--- src/rtl/reorder_commit_queue.sv ---
// In-order retirement queue: holds superseded PRNs per renamed instruction and frees them at commit.
// Optional RCQ_RETIRE_COUNT_EN adds a retired_count output and a commit trace message.
module reorder_commit_queue #(
    parameter  int DEPTH        = 16,
    parameter  int PRN_BITS     = 6,
    parameter  int ARN_BITS     = 6,
    parameter  int MAX_OPERANDS = 3,
    localparam int TAG_BITS     = $clog2(DEPTH)
) (
    input  logic                                   clk,
    input  logic                                   rst,
    input  logic                                   alloc_valid,
    output logic                                   alloc_ready,
    input  logic [MAX_OPERANDS-1:0]                alloc_prn_valid,
    input  logic [MAX_OPERANDS-1:0][PRN_BITS-1:0]  alloc_prn,
    input  logic [MAX_OPERANDS-1:0][ARN_BITS-1:0]  alloc_arn,
    output logic [TAG_BITS-1:0]                    alloc_tag,
    input  logic                                   complete_valid,
    input  logic [TAG_BITS-1:0]                    complete_tag,
    output logic [MAX_OPERANDS-1:0]                free_valid,
    output logic [MAX_OPERANDS-1:0][PRN_BITS-1:0]  free_prns,
    output logic                                   commit_valid,
    output logic [TAG_BITS:0]                      count,
    output logic                                   complete_err
`ifdef RCQ_RETIRE_COUNT_EN
    ,
    output logic [31:0]                            retired_count
`endif
);

    localparam logic [TAG_BITS:0] FULL_COUNT = (TAG_BITS+1)'(DEPTH);

    logic [TAG_BITS-1:0] head;
    logic [TAG_BITS-1:0] tail;
    logic [DEPTH-1:0]    occ;
    logic [DEPTH-1:0]    done;

    logic [MAX_OPERANDS-1:0]               slot_v   [DEPTH];
    logic [MAX_OPERANDS-1:0][PRN_BITS-1:0] slot_prn [DEPTH];
    logic [MAX_OPERANDS-1:0][ARN_BITS-1:0] slot_arn [DEPTH];

    logic alloc_fire;
    logic commit_fire;
    logic complete_ok;

    // Ready depends on registered count only, so a same-cycle commit never opens room.
    assign alloc_ready = (count != FULL_COUNT);
    assign alloc_tag   = tail;
    assign alloc_fire  = alloc_valid && alloc_ready;
    assign commit_fire = occ[head] && done[head];
    assign complete_ok = occ[complete_tag] && !done[complete_tag];

    always_ff @(posedge clk or posedge rst) begin
        if (rst) begin
            head         <= '0;
            tail         <= '0;
            count        <= '0;
            occ          <= '0;
            done         <= '0;
            free_valid   <= '0;
            free_prns    <= '0;
            commit_valid <= 1'b0;
            complete_err <= 1'b0;
        end else begin
            if (alloc_fire) begin
                occ[tail]  <= 1'b1;
                done[tail] <= 1'b0;
                tail       <= tail + 1'b1;
            end
            // Tail can only alias an occupied entry when full, so alloc and complete never collide.
            if (complete_valid) begin
                if (complete_ok)
                    done[complete_tag] <= 1'b1;
                else
                    complete_err <= 1'b1;
            end
            if (commit_fire) begin
                occ[head]    <= 1'b0;
                done[head]   <= 1'b0;
                head         <= head + 1'b1;
                free_valid   <= slot_v[head];
                free_prns    <= slot_prn[head];
                commit_valid <= 1'b1;
            end else begin
                free_valid   <= '0;
                commit_valid <= 1'b0;
            end
            case ({alloc_fire, commit_fire})
                2'b10:   count <= count + 1'b1;
                2'b01:   count <= count - 1'b1;
                default: count <= count;
            endcase
        end
    end

    always_ff @(posedge clk) begin
        if (alloc_fire) begin
            slot_v[tail]   <= alloc_prn_valid;
            slot_prn[tail] <= alloc_prn;
            slot_arn[tail] <= alloc_arn;
        end
    end

`ifdef RCQ_RETIRE_COUNT_EN
    always_ff @(posedge clk or posedge rst) begin
        if (rst) begin
            retired_count <= '0;
        end else if (commit_fire) begin
            retired_count <= retired_count + 1'b1;
            $display("RCQ commit tag %0d arn %0h", head, slot_arn[head]);
        end
    end
`endif

endmodule

--- config.mk ---
export PLATFORM = sky130hd
export DESIGN_NAME = reorder_commit_queue
export DESIGN_NICKNAME = d
export VERILOG_FILES = /design/src/rtl/reorder_commit_queue.sv
export SDC_FILE = /design/constraint.sdc
export NUM_CORES = 1
export LEC_CHECK = 0
export ABC_AREA = 0
export CAP_MARGIN = 30
export CORE_MARGIN = 2
export CORE_UTILIZATION = 30
export CTS_CLUSTER_SIZE = 20
export DETAILED_ROUTE_END_ITERATION = 6
export SYNTH_ARGS = -nofsm -noshare
export SYNTH_HDL_FRONTEND = slang
export SYNTH_SLANG_ARGS = --single-unit
--- constraint.sdc ---
create_clock -name clk -period 8 [get_ports clk]
set_input_delay 0.8 -clock clk [delete_from_list [all_inputs] [get_ports clk]]
set_output_delay 0.8 -clock clk [all_outputs]
set_load 0.005 [all_outputs]
======== Yosys cells after proc, flatten, opt, wreduce, memory -nomap -nowiden ========
Memories as Yosys holds them, arrays and structs flattened. A register that Yosys moved wholly into a read port is not among the register bits.
Cells that the tools add are included.
storage, ports and cells
  flip-flop bits (word level) ............. 50
  bits in latches ......................... 0
  memory bits (writable) .................. 336
  bits in read-only memories .............. 0
  input bits .............................. 47
  output and inout bits ................... 33
  logic and storage cells ................. 65
  memories kept ........................... 2
memories
  memory    words  width  read ports  clocked after memory_dff  wr ports  RTL line  source
  slot_prn  16     18     1           1                         1         39        logic [MAX_OPERANDS-1:0][PRN_BITS-1:0] slot_prn [DEPTH];
  slot_v    16     3      1           0                         1         38        logic [MAX_OPERANDS-1:0] slot_v [DEPTH];
operators by class
  $add $sub $neg .......................... 4
  multiply operators ...................... 0
  div/mod/pow operators ................... 0
  magnitude comparators ................... 6
  eq/ne operators ......................... 3
  shift operators ......................... 0
  multiplexer cells ....................... 25
  bitwise operators ....................... 8
  reduce and logical (&&, ||, !) cells .... 9
operator list
  kind                   number
  $mux W16               6
  $and A16 B16 Y16       3
  $not A16 Y16           2
  $or A16 B16 Y16        2
  $bmux W1 S4            4
  $lt A4 B5 Y1 const B   3
  $demux W1 S4           3
  $ge A4 B1 Y1 const B   3
  $mux W1                10
  $pmux W5 S2            1
  $add A4 B1 Y4 const B  2
  $logic_and A1 B1 Y1    6
  $add A5 B1 Y5 const B  1
  $ne A5 B5 Y1 const B   1
  $sub A5 B1 Y5 const B  1
  $mux W3                1
  $eq A2 B1 Y1 const B   1
  $eq A2 B2 Y1 const B   1
  $reduce_and A2 Y1      1
  $reduce_bool A2 Y1     1
  $logic_not A1 Y1       1
  $not A1 Y1             1

======== Logic depth before layout (Yosys ltp) ========
Gate-level depths: netlist of the first run.
  word-level depth ........................ 12
  depth in mapped cells ................... 16
  mapped depth without buffers ............ 12

======== Least setup slack after synthesis of the first run ========
Ideal clock, no wire load.
  path type ............................... flip-flop to flip-flop
  start ................................... register head[0]
  end ..................................... register count[4]
  setup time .............................. 0.079 ns
  arrival ................................. 3.240 ns
  data required time ...................... 7.921 ns
  slack ................................... 4.681 ns
  cell stages (with the launch flop) ...... 17
  path buffers ............................ 4
  period minus slack after synthesis ...... 3.319 ns
  cell sequence ........................... dfrtp_1 buf_4 inv_2 mux4_2 o22a_1 nand2b_1 buf_4 buf_6 ha_1 clkbuf_1 xor2_1 ha_1 nor3b_1 a31oi_1 o221a_2 nor3_1 xor2_1
between the ends
  cells in the longest elaborated chain, start to end .. 5
  elaborated cells on any way between the ends .. 9
  those cells by class .................... 2 x eq/ne; 5 x mux; 2 x reduce/logical
RTL lines
  item                                               RTL line  source
  start, declared                                    33        logic [TAG_BITS-1:0] head;
  start signal, assigned                             80        head <= head + 1'b1;
  $bmux W1 S4                                        50        assign commit_fire = occ[head] && done[head];
  $mux W1 (not written as such)                      50
  $logic_and A1 B1 Y1 (*)                            50
  via commit_fire                                    43        logic commit_fire;
  $eq A2 B1 Y1 or $eq A2 B2 Y1 (tied branches)       88        case ({alloc_fire, commit_fire})
  $pmux W5 S2 or $reduce_bool A2 Y1 (tied branches)  -
  end signal, assigned                               89        2'b10: count <= count + 1'b1;
  end signal, assigned                               90        2'b01: count <= count - 1'b1;
  end signal, assigned                               91        default: count <= count;
  end, declared                                      23        output logic [TAG_BITS:0] count,
The timed path passes the listed nets; every way through them passes the cells marked *. The select of a mux whose other input is x is not followed.
A chain may end at the register's enable or synchronous reset.

======== Worst setup path in the final report of the first run ========
  start ................................... register head[1]
  end ..................................... register count[4]
between the ends
  cells in the longest elaborated chain, start to end .. 5
  elaborated cells on any way between the ends .. 9
  those cells by class .................... 2 x eq/ne; 5 x mux; 2 x reduce/logical
RTL lines
  item                                               RTL line
  $bmux W1 S4                                        50
  $mux W1 (not written as such)                      50
  $logic_and A1 B1 Y1 (*)                            50
  $eq A2 B1 Y1 or $eq A2 B2 Y1 (tied branches)       88
  $pmux W5 S2 or $reduce_bool A2 Y1 (tied branches)  -
Every way passes the cells marked *; elsewhere a longest branch is shown, timed or not. The select of a mux whose other input is x is not followed.

==> impl_metrics.csv, run 1 <==
group,metric,value,unit
status,outcome,"finished clean",
setup_path,timing.critical_path.buf_inv,2,
yosys,ys_seq_elements,404,
yosys,synth_area_per_cell,18.3,sq um
sta,max_freq,210,MHz
setup_path,critPathLaunchType,"register",
yosys,synth_flop_cell,"edfxtp_1",
placement,dp_hpwl,20700,microns
run,maxCapViolations,0,
hold_path,hp-class,"reg2reg",
finish,n_fill_cell,4987,
finish,layout.nets,1021,
sta,finalSetupViolations,0,
finish,antenna_cells,0,
clocking,numClockSinks,404,
power,p_clk_share,28.3,%
yosys,synth_compound_area_share,3.98,%
setup_path,worstSetupStartpoint,"head[1]",
setup_path,endpoint_kind,"register",
die,dieArea,55900,sq um
grt,first_global_vias,8642,
power,p_int,4630,uW
detailed_routing,vias_per_cell,5.08,
setup_path,crit_path_end,"count[4]",
setup_path,critPathKind,"reg2reg",
finish,multi_input_area,4200,sq um
detailed_routing,vias,8584,
yosys,synth_common_cells,"edfxtp_1, mux4_2, nor2_1",
die,row_count,85,
finish,drive_above_1_share,22.1,%
sta,finalCritPeriodShare,59.5,%
placement,gp_congestion,0.846,
clocking,cts_root_buf,"clkbuf_16",
clocking,numCtsBuffers,42,
detailed_routing,routed_wl,38300,microns
setup_path,slowest_delay,0.84,ns
clocking,clk_latency,0.56,ns
yosys,synth.most_common_cell,"edfxtp_1",
yosys,seq_area_frac_synth,72.7,%
clocking,htreeDepth,2,
yosys,yosys_warnings,0,
sta,tns,0,ns
power,powerDensity,346,nW/um^2
setup_path,critPathArrivalTime,5.22,ns
detailed_routing,drcViolationCount,0,
sta,worst-slew-pin-transition,0.967,ns
sta,fin_worst_skew,0.0240,ns
sta,holdWs,0.461,ns
sta,max_slew_margin,35.5,%
clocking,max-clock-path-buffers,3,
grt,grt_antenna_before_repair,2,
setup_path,rr_endpoint,"count[4]",
clocking,path_clk_slew,0.06,ns
detailed_routing,wl_per_cell,22.6,microns
power,ir_worst_vdd,0.175,mV
yosys,synth_top_family_by_area,"multiplexers",
sta,period_needed,4.76,ns
power,swShare,30.0,%
yosys,async_flop_share,16.8,%
detailed_routing,drt_iter0_markers,921,
placement,numPortBuffers,61,
setup_path,rr_worst_depth,13,
yosys,synthXorXnorAreaFrac,0.594,%
die,die_height,236,microns
finish,regArea,11800,sq um
yosys,synthMuxAreaShare,14.5,%
yosys,synth_top_cell_area_share,62.3,%
clocking,cts_hold_repair.buffers,0,
detailed_routing,first_pass_iters,5,
clocking,postCtsSetupBuffers,0,
detailed_routing,postRouteAntennaNets,0,
setup_path,path_max_fanout,49,
yosys,synth.area.top_cells,"edfxtp_1, mux4_2, dfrtp_1",
grt,track_usage,13.7,%
yosys,synthSimpleGateAreaFrac,5.52,%
yosys,syn_nets,944,
sta,final-hold-violation-count,0,
setup_path,r2r-start,"head[1]",
die,pin_count,80,
clocking,cts_tree,"built",
die,start_util,30.2,%
sta,drv_slew,0,
grt,grt_overflow,0,
setup_path,worstPathRequired,8.46,ns
power,p_leak,0.00628,uW
yosys,synth_cell_type_count,43,
die,die_width,236,microns
setup_path,ff2ff_setup_slack,3.24,ns
setup_path,cp_cell_sequence,"buf_4 > nand2_1 > o22a_1 > buf_4 > nand2b_2 > ha_1 > xor2_1 > ha_1 > nor3b_1 > a31oi_1 > o221a_2 > nor3_1 > xor2_1",
yosys,synthCells,886,
setup_path,path_depth,13,
clocking,cts_resized,0,
power,combPwrFrac,28.4,%
yosys,syn_area,16200,sq um
sta,rsz0062_at_grt,"false",
finish,area_delta_synth_final,17.9,%
power,seq_power_share,43.3,%
hold_path,holdPathStages,1,
die,core,53600,sq um
setup_path,crit_family,"simple AND/OR/NAND/NOR gates",
grt,grt_pass1_wl,57200,microns
setup_path,cpMaxStageDelayCell,"dfrtp_4",
grt,grt_start_max_net_pins,59,
yosys,synth_area_leader_cell,"edfxtp_1",
yosys,synth_edf_count,336,
power,p_sw,1990,uW
yosys,yosys.area_share.adder,0.849,%
==> layer usage <==
metal	wire [microns]	vias to the layer above	track usage, %
met5	25	-	0
met4	671	4	3.43
met3	2260	51	2.68
met2	18300	261	21.6
met1	17100	4602	19.6
li1	-	3666	-
==> cells in the final DEF (no fill, tap or decap), drive strengths merged, types with 3 or more instances in the layout <==
| cell type | n |
|---|---|
| nand2 | 75 |
| a22oi | 16 |
| o221a | 19 |
| clkbuf | 59 |
| xor2 | 4 |
| nand4 | 3 |
| nor3 | 3 |
| and2 | 5 |
| dfrtp | 68 |
| edfxtp | 336 |
| ha | 11 |
| a21oi | 7 |
| clkinv | 12 |
| nand3 | 25 |
| inv | 15 |
| xnor2 | 7 |
| clkdlybuf4s50 | 61 |
| nor2 | 83 |
| mux4 | 102 |
| a2bb2oi | 16 |
| buf | 21 |
| mux2i | 3 |
| nand2b | 5 |
| clkinvlp | 3 |
| o21ai | 15 |
==> cell type report <==
| type | instances | share of cell area (%) |
|---|---|---|
| sequential | 404 | 61.8 |
| timing repair buffer | 82 | 4.54 |
| multi-input combinational | 418 | 22.0 |
| clock inverter | 17 | 0.864 |
| tap | 696 | 4.56 |
| clock buffer | 59 | 5.99 |
| inverter | 15 | 0.301 |
==> flip-flops by register name, summed over array words and instances, names as in the netlist <==
register / flops
slot_prn: 288
slot_v: 48
free_prns: 18
done: 16
occ: 16
count: 5
alloc_tag: 4
head: 4
free_valid: 3
commit_valid: 1
complete_err: 1
==> power groups by stage <==
stage,Combinational [uW],Clock (uW),Sequential [uW]
2_1_floorplan,1320,0,2790
3_3_place_gp,1770,0,2970
3_5_place_dp,1820,0,2980
4_1_cts,1830,1910,2940
5_1_grt,2040,2010,2900
6_report,1880,1870,2870
==> kinds of logic (layout without fill, tap and decap cells) <==
group                      Yosys count  count (layout)
AOI/OAI and AO/OA                   81              81
muxes                              107             107
adders and majority gates           11              11
DFF                                404             404
buffers and inverters               64             173
xor gates and xnor gates            11              11
and+or+nand+nor                    208             208
==> per-stage QoR <==
step / area (sq um) / total power [uW] / worst slack (ns) / instances / util (%)
6_report: 19100 / 6620 / 3.24 / 1691 / 35.6
3_3_place_gp: 17700 / 4740 / 3.07 / 1609 / 32.9
2_1_floorplan: 16200 / 4110 / 4.68 / 886 / -
3_5_place_dp: 17800 / 4800 / 3.00 / 1614 / 33.2
4_1_cts: 19100 / 6680 / 2.97 / 1690 / 35.6
5_1_grt: 19100 / 6950 / 2.96 / 1691 / 35.6
==> how the worst min path moves through the flow <==
| stage | from | to |
|---|---|---|
| after floorplan | complete_err | complete_err |
| after global placement | complete_err | complete_err |
| after detailed placement | complete_err | complete_err |
| after CTS | complete_err | complete_err |
| after global routing | complete_err | complete_err |
| final | complete_err | complete_err |
(Power assumes the default switching activity.)
==> run 2: changes to the inputs <==
==> constraint.sdc (replaced) <==
create_clock -name clk -period 4.2 [get_ports clk]
set_input_delay 0.42 -clock clk [delete_from_list [all_inputs] [get_ports clk]]
set_output_delay 0.42 -clock clk [all_outputs]
set_load 0.005 [all_outputs]
==> run 2 against run 1 <==
Compared with the run above: sequential power up 88%; via count decreased by 1.4%; wire length barely moved; core utilization about the same; largest power group unchanged; global-route usage hardly changed; largest cell class unchanged; hold slack got worse by 0.28 ns; first-iteration DRC count down 24%; maximum frequency increased by 41%; power grew 92%.
==> impl_metrics.csv, run 2 (same netlist as run 1, synthesis figures left out) <==
group,metric,value,unit
die,start_util,30.2,%
setup_path,path_max_fanout,25,
clocking,cts_root_buf,"clkbuf_16",
grt,first_global_vias,8731,
detailed_routing,routed_wl,38300,microns
grt,grt_overflow,0,
sta,period_needed,3.37,ns
setup_path,slowest_delay,0.59,ns
setup_path,ff2ff_setup_slack,0.83,ns
sta,rsz0062_at_grt,"false",
clocking,cts_resized,0,
clocking,cts_hold_repair.buffers,0,
sta,worst-slew-pin-transition,0.917,ns
sta,fin_worst_skew,0.0172,ns
finish,n_fill_cell,4996,
die,die_height,236,microns
sta,final-hold-violation-count,0,
grt,grt_antenna_before_repair,2,
die,dieArea,55900,sq um
clocking,htreeDepth,2,
sta,finalSetupViolations,0,
sta,max_freq,297,MHz
sta,finalCritPeriodShare,80.3,%
run,maxCapViolations,0,
setup_path,timing.critical_path.buf_inv,2,
hold_path,hp-class,"in2async",
detailed_routing,vias_per_cell,4.99,
placement,gp_congestion,0.841,
setup_path,critPathKind,"reg2reg",
finish,largest_reg_flops,288,
power,p_leak,0.00631,uW
grt,track_usage,13.7,%
sta,max_slew_margin,38.9,%
detailed_routing,postRouteAntennaNets,0,
finish,area_delta_synth_final,17.9,%
setup_path,critPathLaunchType,"register",
placement,dp_hpwl,20700,microns
finish,final_cell_mix,"edfxtp_1, mux4_2, nand2_1",
die,core,53600,sq um
setup_path,worstPathRequired,4.66,ns
finish,top_register,"slot_prn",
finish,antenna_cells,0,
die,pin_count,80,
placement,numPortBuffers,61,
grt,grt_pass1_wl,57300,microns
clocking,cts_tree,"built",
detailed_routing,first_pass_iters,5,
setup_path,cp_cell_sequence,"inv_2 > mux4_2 > o22a_1 > nand2b_2 > buf_4 > ha_1 > nor3b_1 > a31oi_1 > o221a_2 > nor3_1 > xor2_1",
status,outcome,"finished clean",
clocking,numCtsBuffers,42,
detailed_routing,drcViolationCount,0,
finish,reg_top3,"slot_prn: 288 flops, slot_v: 48 flops, free_prns: 18 flops",
clocking,max-clock-path-buffers,3,
die,row_count,85,
setup_path,cpMaxStageDelayCell,"mux4_2",
sta,drv_slew,0,
power,powerDensity,664,nW/um^2
power,ir_worst_vdd,0.302,mV
detailed_routing,drt_iter0_markers,703,
power,p_total,12700,uW
clocking,postCtsSetupBuffers,0,
grt,grt_start_max_net_pins,60,
clocking,path_clk_slew,0.06,ns
finish,drive_above_1_share,22.9,%
finish,final_common_cell,"edfxtp_1",
setup_path,crit_family,"buffers and inverters",
setup_path,endpoint_kind,"register",
clocking,clk_latency,0.54,ns
finish,layout.nets,1027,
sta,tns,0,ns
clocking,numClockSinks,404,
setup_path,critPathArrivalTime,3.83,ns
detailed_routing,wl_per_cell,22.5,microns
detailed_routing,vias,8466,
die,die_width,236,microns
## run 2: final timing paths
kind	from	endpoint	depth (start not counted)
max reg2reg	head[3]	count[4]	11
max	head[3]	count[4]	11
max in group asynchronous	rst	head[0]	3
min	rst	free_prns[12]	2
min reg2reg	complete_err	complete_err	1
min in group clk	complete_err	complete_err	1
## run 2: layout make-up
| type | count | area, sq um | area share, % |
|---|---|---|---|
| Clock buffer | 53 | 1120 | 5.88 |
| Clock inverter | 24 | 216 | 1.13 |
| Inverter | 15 | 57.6 | 0.301 |
| Multi-Input combinational cell | 418 | 4200 | 22.0 |
| Sequential cell | 404 | 11800 | 61.8 |
| Tap cell | 696 | 871 | 4.56 |
| Timing Repair Buffer | 88 | 833 | 4.36 |
## run 2: metrics by stage
step	setup WS (ns)	hold WS, ns	instances	cell area, sq um	util, %
6_report	0.829	0.179	1698	19100	35.6
5_1_grt	0.607	0.204	1698	19100	35.6
4_1_cts	0.825	0.171	1698	19100	35.6
3_5_place_dp	0.848	0.447	1621	17800	33.1
3_3_place_gp	0.880	0.446	1620	17700	33.1
2_1_floorplan	0.881	0.451	886	16200	-
## run 2: metal layers
layer | wire (microns) | share of wire [%] | up-vias | GRT usage, %
met5 | 30 | 0.078 | - | 0
met4 | 621 | 1.6 | 4 | 2.95
met3 | 2350 | 6.1 | 54 | 2.72
met2 | 17800 | 46 | 271 | 21.5
met1 | 17500 | 46 | 4453 | 19.8
li1 | - | - | 3684 | -
## run 2: report_power, final
group / internal [uW] / leakage, uW / switching (uW)
sequential: 5000 / 0.00383 / 396
combinational: 1780 / 0.00182 / 1860
clock: 2090 / 0.000661 / 1550
total: 8880 / 0.00631 / 3810
